`config.mk`:
```
export PLATFORM = sky130hd
export DESIGN_NAME = ceespu
export DESIGN_NICKNAME = d
export VERILOG_FILES = /design/src/rtl/ceespu.sv
export SDC_FILE = /design/constraint.sdc
export NUM_CORES = 2
export LEC_CHECK = 0
export CAP_MARGIN = 20
export CORE_MARGIN = 10
export CORE_UTILIZATION = 45
export DETAILED_ROUTE_END_ITERATION = 16
export DONT_BUFFER_PORTS = 1
export SLEW_MARGIN = 40
export SYNTH_ARGS = -nofsm -noshare
export SYNTH_HDL_FRONTEND = slang
export SYNTH_SLANG_ARGS = --single-unit
```
`constraint.sdc`:
```
create_clock -name I_clk -period 11.3 [get_ports I_clk]
set_input_delay 1.13 -clock I_clk [delete_from_list [all_inputs] [get_ports I_clk]]
set_output_delay 1.13 -clock I_clk [all_outputs]
set_load 0.1 [all_outputs]
```
`src/rtl/ceespu.sv`:
```
// ceespu: 32-bit load/store core, 32 registers, 16-bit address space, one level of vectored interrupts.
module ceespu #(
  parameter logic [15:0] RESET_PC = 16'h0000,
  parameter logic [15:0] INT_BASE = 16'h0100
) (
  input  logic        I_clk,
  input  logic        I_rst,
  output logic [15:0] O_imemAddress,
  input  logic [31:0] I_imemData,
  output logic [15:0] O_dmemAddress,
  output logic [31:0] O_dmemWData,
  output logic        O_dmemE,
  output logic [3:0]  O_dmemWe,
  input  logic [31:0] I_dmemData,
  input  logic        I_dmemBusy,
  input  logic        I_int,
  input  logic [2:0]  I_int_vector,
  output logic        O_int_ack
);
  typedef enum logic {EXEC, LOAD} state_t;
  state_t state_q, state_d;
  logic [15:0] pc_q, pc_d, epc_q, epc_d, pc4, br_t, daddr;
  logic ie_q, ie_d, ack_q, ack_d, stall_q, stall_d;
  logic [31:0] rf_q [32];
  logic [31:0] rf_wd, imm_x, a_v, b_v, opnd, alu;
  logic rf_we, take, acc, ld, st, br_ok;
  logic [5:0] op;
  logic [4:0] rd, ra, rb, rb_sel;
  logic [15:0] imm;
  assign op = I_imemData[31:26];
  assign rd = I_imemData[25:21];
  assign ra = I_imemData[20:16];
  assign rb = I_imemData[15:11];
  assign imm = I_imemData[15:0];
  assign imm_x = {{16{imm[15]}}, imm};
  // Stores and branches compare/emit rd, so the second read port switches to rd for them.
  assign rb_sel = (op == 6'h12 || (op >= 6'h13 && op <= 6'h15)) ? rd : rb;
  assign a_v = (ra == 5'd0) ? 32'd0 : rf_q[ra];
  assign b_v = (rb_sel == 5'd0) ? 32'd0 : rf_q[rb_sel];
  assign opnd = op[3] ? imm_x : b_v;
  assign pc4 = pc_q + 16'd4;
  assign br_t = pc4 + {imm[13:0], 2'b00};
  assign daddr = a_v[15:0] + imm;
  assign br_ok = (op == 6'h13) ? (b_v == a_v) :
                 (op == 6'h14) ? (b_v != a_v) : ($signed(b_v) < $signed(a_v));
  assign take = state_q == EXEC && I_int && ie_q && !stall_q;
  assign acc = I_rst && state_q == EXEC && !take;
  assign ld = acc && op == 6'h11;
  assign st = acc && op == 6'h12;
  assign O_imemAddress = pc_q;
  assign O_dmemE = ld | st;
  assign O_dmemWe = st ? 4'hF : 4'h0;
  assign O_dmemAddress = (ld | st) ? daddr : 16'h0;
  assign O_dmemWData = st ? b_v : 32'd0;
  assign O_int_ack = ack_q;
  always_comb begin
    case (op[2:0])
      3'd0: alu = a_v + opnd;
      3'd1: alu = a_v - opnd;
      3'd2: alu = a_v & opnd;
      3'd3: alu = a_v | opnd;
      3'd4: alu = a_v ^ opnd;
      3'd5: alu = a_v << opnd[4:0];
      3'd6: alu = a_v >> opnd[4:0];
      default: alu = $unsigned($signed(a_v) >>> opnd[4:0]);
    endcase
  end
  always_comb begin
    pc_d = pc_q;
    state_d = state_q;
    ie_d = ie_q;
    epc_d = epc_q;
    ack_d = 1'b0;
    stall_d = 1'b0;
    rf_we = 1'b0;
    rf_wd = alu;
    if (state_q == LOAD) begin
      if (!I_dmemBusy) begin
        rf_we = 1'b1;
        rf_wd = I_dmemData;
        pc_d = pc4;
        state_d = EXEC;
      end
    end else if (take) begin
      epc_d = pc_q;
      ie_d = 1'b0;
      pc_d = INT_BASE + {9'd0, I_int_vector, 4'd0};
      ack_d = 1'b1;
    end else begin
      pc_d = pc4;
      case (op)
        6'h10: begin
          rf_we = 1'b1;
          rf_wd = {imm, 16'h0};
        end
        6'h11: begin
          pc_d = pc_q;
          state_d = LOAD;
        end
        6'h12: begin
          pc_d = I_dmemBusy ? pc_q : pc4;
          stall_d = I_dmemBusy;
        end
        6'h13, 6'h14, 6'h15: pc_d = br_ok ? br_t : pc4;
        6'h16: begin
          rf_we = 1'b1;
          rf_wd = {16'h0, pc4};
          pc_d = br_t;
        end
        6'h17: pc_d = a_v[15:0] & 16'hFFFC;
        6'h18: begin
          pc_d = epc_q;
          ie_d = 1'b1;
        end
        default: rf_we = op < 6'h10;
      endcase
    end
  end
  always_ff @(posedge I_clk) begin
    if (!I_rst) begin
      pc_q <= RESET_PC;
      state_q <= EXEC;
      ie_q <= 1'b1;
      epc_q <= 16'h0;
      ack_q <= 1'b0;
      stall_q <= 1'b0;
      for (int i = 0; i < 32; i++) rf_q[i] <= 32'd0;
    end else begin
      pc_q <= pc_d;
      state_q <= state_d;
      ie_q <= ie_d;
      epc_q <= epc_d;
      ack_q <= ack_d;
      stall_q <= stall_d;
      if (rf_we && rd != 5'd0) rf_q[rd] <= rf_wd;
    end
  end
endmodule

```
==> Word level (Yosys, flattened, before mapping) <==
Memory sizes are Yosys's and may differ from the RTL's.
Index checks and enable logic that the tools add are counted.
{ "classes": {"n_addsub": 6, "n_lt_le_gt_ge": 4, "eq_ne": 18, "n_shift": 3, "muxes": 37, "bitwise": 7, "reduce_logical": 25} }
{ "op_table": {"columns": ["operator", "count"], "rows": [
  ["two-way mux 32 bit", 8],
  ["case mux 32 bit (7 select lines)", 1],
  ["case mux 16 bit (6 select lines)", 1],
  ["two-way mux 16 bit", 5],
  ["case mux 32 bit (2 select lines)", 1],
  ["== test 6 x 5 -> 1 bit, second input constant", 9],
  ["adder 16 bit", 2],
  ["adder 32 bit", 1],
  ["bitwise AND 32 bit", 1],
  ["== test 32 bit", 1],
  ["< comparator 32 bit", 1],
  ["!= test 32 bit", 1],
  ["OR 32 bit", 1],
  ["OR reduction 32 bit", 1],
  ["<< shifter 32 x 5 -> 32 bit", 1],
  ["right shift 32 x 5 -> 32 bit", 1],
  [">>> shifter 32 x 5 -> 32 bit", 1],
  ["subtractor 32 bit", 1],
  ["bitwise XOR 32 bit", 1],
  ["two-way mux 1 bit", 17],
  ["adder 16 x 3 -> 16 bit, second input constant", 1],
  ["adder 9 x 7 -> 10 bit, first input constant", 1],
  ["logical NOT 5 bit", 2],
  ["two-way mux 5 bit", 2],
  ["22 further kinds", 38]
]} }
{ "word_totals": {"ff_bits": 36, "ram_bits": 1024, "output_inout_bits": 70, "wordCells": 107, "memories": 1} }
{ "mem_list": {"columns": ["memory", "words", "word_bits", "rd", "rd_clocked_by_memory_dff", "write_ports", "line_no", "rtl"], "rows": [
  ["rf_q", 32, 32, 2, 0, 32, "24", "logic [31:0] rf_q [32];"]
]} }

==> Longest topological paths before layout <==
{ "depth": {"depth_word": 13, "mapped_depth": 38} }

==> Least setup slack after synthesis <==
OpenSTA, ideal clock, no wires.
{ "synth_path": {"path_kind": "input-to-output", "from": "in I_imemData[16]", "to": "out O_dmemAddress[14]", "arrival_time_ns": 7.062, "required_time_ns": 10.170, "path_slack_ns": 3.108, "path_stages": 25, "n_path_buf": 5, "path_cell_list": "buf_2 buf_6 buf_2 buf_2 clkbuf_1 mux4_2 mux4_2 nand2_1 a21oi_1 ha_1 fa_1 a21oi_1 nor2_1 nor2_1 o21bai_1 a21oi_1 o21bai_1 a21oi_1 o21bai_1 a21oi_1 o21bai_1 a21oi_1 o21ai_0 xnor2_1 nor2_1"} }
{ "synth_between": {"elab_chain_cells": 4, "word_cells_on_any_way": 5, "cone_classes": "add/sub (1); mux (2); reduce/logical (1); memory (1)"} }
{ "synth_rtl": {"columns": ["item", "line_no", "rtl"], "rows": [
  ["from (decl)", "9", "input logic [31:0] I_imemData,"],
  ["memory (32 x 32 bit) / logical NOT 5 bit (equally long branches)", null, null],
  ["two-way mux 32 bit *", "38", "assign a_v = (ra == 5'd0) ? 32'd0 : rf_q[ra];"],
  ["adder 16 bit *", "43", "assign daddr = a_v[15:0] + imm;"],
  ["two-way mux 16 bit *", "53", "assign O_dmemAddress = (ld | st) ? daddr : 16'h0;"],
  ["to (decl)", "10", "output logic [15:0] O_dmemAddress,"]
]} }
Every way passes the cells marked *; elsewhere a longest branch is shown, timed or not.

==> results.toml <==
[outcome]
status = "finished, final reports clean"

[clock_tree]
ctsResizeCount = 0
cts-root-buf = "clkbuf_16"
clk_latency_ns = 0.83
numCtsBuffers = 116
cts.sinks = 1060
clk_pin_slew_ns = 0.06
postCtsSetupRepairBufs = 0
clock_path_buffers = 3
cts_tree = "done"
htreeDepth = 3
postCtsHoldBufs = 0

[place]
portBuffers = 0
dp_cells = 8458
dp_hpwl_mm = 234
place_congestion = 1.02

[synth]
ys.flop_type = "edfxtp_1"
synth_edf_count = 1024
ys_seq_elements = 1060
seq_area_frac_synth = 0.461
async_reset_ff_frac = 0
postSynthAreaPerCell_um2 = 10.2
synthCells = 6675
syn_area_um2 = 68300
ys_warn_count = 0
synth.distinct_cells = 106

[worst_hold_path]
whs_path_depth = 2
hold_class = "reg2reg"
hold_path_end = "epc_q[1]"
worstHoldStart = "epc_q[1]"

[setup_path]
start_kind = "primary input"
crit_type = "in2reg"
r2r_start = "rf_q[21][0]"
timing.rr.end = "rf_q[10][28]"
r2r_cells = 31
rrSetupSlack_ns = 3.52
worstPathArrival_ns = 9.73
cp-end-kind = "flop"
cp.required_ns = 11.76
slowest_stage = "a211oi_1"
cpPeakStageDelay_ns = 0.76
path_max_fanout = 31

[pwr]
p_leak_nw = 27.5
power.density_nw_per_um2 = 156
power.total_w = 0.0120
irDropWorstVdd_v = 0.000151

[sta]
rsz0062_at_grt = "false"
relSlewSlack = 0.296
setup_viol_count_final = 0
worst_slew_pin_slew_ns = 1.06
hold_viol_final = 0
finalMaxSlewViolations = 0
setup_tns_ns = 0
period_needed_ns = 9.28
clock_skew_ns = 0.118
fin_crit_sh = 0.821
fmax_mhz = 108

[die]
rows = 142
start_util = 0.454
die_w_um = 410
ios = 141
die-area_um2 = 168000
die_h_um = 410
core_um2 = 150000

[cells_and_area]
nets = 6796
final_cell_mix = "nor2_1, edfxtp_1, nand2_1"
nFillCells = 13500
postLayoutCoreUtil = 0.509
syn2layout_area_growth_pct = 12.0
final_common_cell = "nor2_1"
drive_gt1_frac = 0.178
fin_cells = 8677

[global_routing]
grt_pass1_wl_mm = 478
grt_pass1_vias = 58800
grt_max_degree = 260
antenna_found_initial = 21
grt_usage = 0.400
grt_remaining_overflow = 0

[drt]
wl_per_cell_um = 40.1
drc = 0
vias = 62500
wirelength_mm = 348
drtPass1Iterations = 7
drtAntennaViolNets = 0
vias_per_cell = 7.20
drt_iter0_drc = 10800

[run]
cap_violations = 0
[worst max-delay path: cells and delay by family]
family,cells,cell delay (ns)
xor+xnor,1,0.14
simple gates,7,1.96
fa+ha+maj,1,0.40
buf+inv,3,0.78
compound gates,18,5.26
[cell families after synthesis]
| group | share of synthesized area |
|---|---|
| xor gates and xnor gates | 0.0141 |
| buffers and inverters | 0.0455 |
| DFF | 0.461 |
| other | 0.0000549 |
| and+or+nand+nor | 0.168 |
| muxes | 0.141 |
| AOI/OAI and AO/OA | 0.141 |
| adders and majority gates | 0.0296 |
[where the power goes]
group | switching (W) | internal (W)
Clock | 0.00171 | 0.00210
Sequential | 0.0000864 | 0.00445
Combinational | 0.00255 | 0.00105
Total | 0.00435 | 0.00760
[synth_stat cells, types with 31 or more instances]
| cell type | instances | area, um2 |
|---|---|---|
| nor2_1 | 1100 | 4130 |
| edfxtp_1 | 1024 | 30700 |
| nand2_1 | 793 | 2980 |
| a21oi_1 | 410 | 2050 |
| clkbuf_1 | 404 | 1520 |
| mux4_2 | 348 | 7840 |
| nand3_1 | 252 | 1260 |
| o21ai_0 | 228 | 1140 |
| ha_1 | 157 | 1960 |
| mux2i_1 | 151 | 1510 |
| nor3_1 | 144 | 721 |
| buf_2 | 132 | 661 |
| inv_1 | 112 | 420 |
| a211oi_1 | 102 | 766 |
| and3_1 | 97 | 607 |
| xnor2_1 | 87 | 762 |
| a31oi_1 | 83 | 519 |
| a22oi_1 | 78 | 586 |
| o211ai_1 | 54 | 405 |
| buf_1 | 50 | 188 |
| nor2b_1 | 49 | 307 |
| a21o_1 | 46 | 345 |
| o22ai_1 | 45 | 282 |
| nand4_1 | 43 | 269 |
| a221oi_1 | 37 | 324 |
| dfxtp_1 | 36 | 721 |
| a32oi_1 | 33 | 289 |
| nor2_2 | 32 | 200 |
| nand2b_1 | 31 | 194 |
[cell type report]
type                       instances  area (um2)  share of cell area
multi-input combinational       4909       34800               0.455
antenna                            7        17.5            0.000229
clock inverter                    60         686             0.00896
sequential                      1060       31500               0.411
tap                             2016        2520              0.0330
inverter                         117         447             0.00584
timing repair buffer             361        3470              0.0453
clock buffer                     147        3050              0.0399
[metrics by stage]
| stage | setup slack [ns] | hold slack, ns | instance area [um2] |
|---|---|---|---|
| 6_report | 2.02 | 0.456 | 76500 |
| 5_1_grt | 1.87 | 0.478 | 76500 |
| 4_1_cts | 2.42 | 0.459 | 76300 |
| 3_5_place_dp | 1.68 | 0.449 | 72600 |
| 3_3_place_gp | 1.72 | 0.439 | 72200 |
| 2_1_floorplan | 3.11 | 0.432 | 68400 |
[sequential cells by signal (all words and copies together) (netlist names)]
register and flops:
state_q 1, rf_q 1024, O_imemAddress 16, ie_q 1
stall_q 1, epc_q 16, O_int_ack 1
[worst max path at each step]
stage | slack, ns | end | startpoint | depth (start not counted)
after global routing | 1.87 | rf_q[16][28] | I_imemData[27] | 32
after global placement | 1.72 | rf_q[3][28] | I_imemData[29] | 33
after floorplan | 3.11 | O_dmemAddress[14] | I_imemData[16] | 25
after CTS | 2.42 | rf_q[10][28] | I_imemData[29] | 33
final | 2.02 | rf_q[10][28] | I_imemData[29] | 30
after detailed placement | 1.68 | rf_q[10][28] | I_imemData[29] | 33
[metal layers]
metal	vias to the layer above	routed length [um]	track usage
li1	24700	-	-
met1	31000	123000	0.512
met2	5539	149000	0.593
met3	1248	49100	0.123
met4	26	26700	0.244
met5	-	165	0
Power figures use the tool's default switching activity.
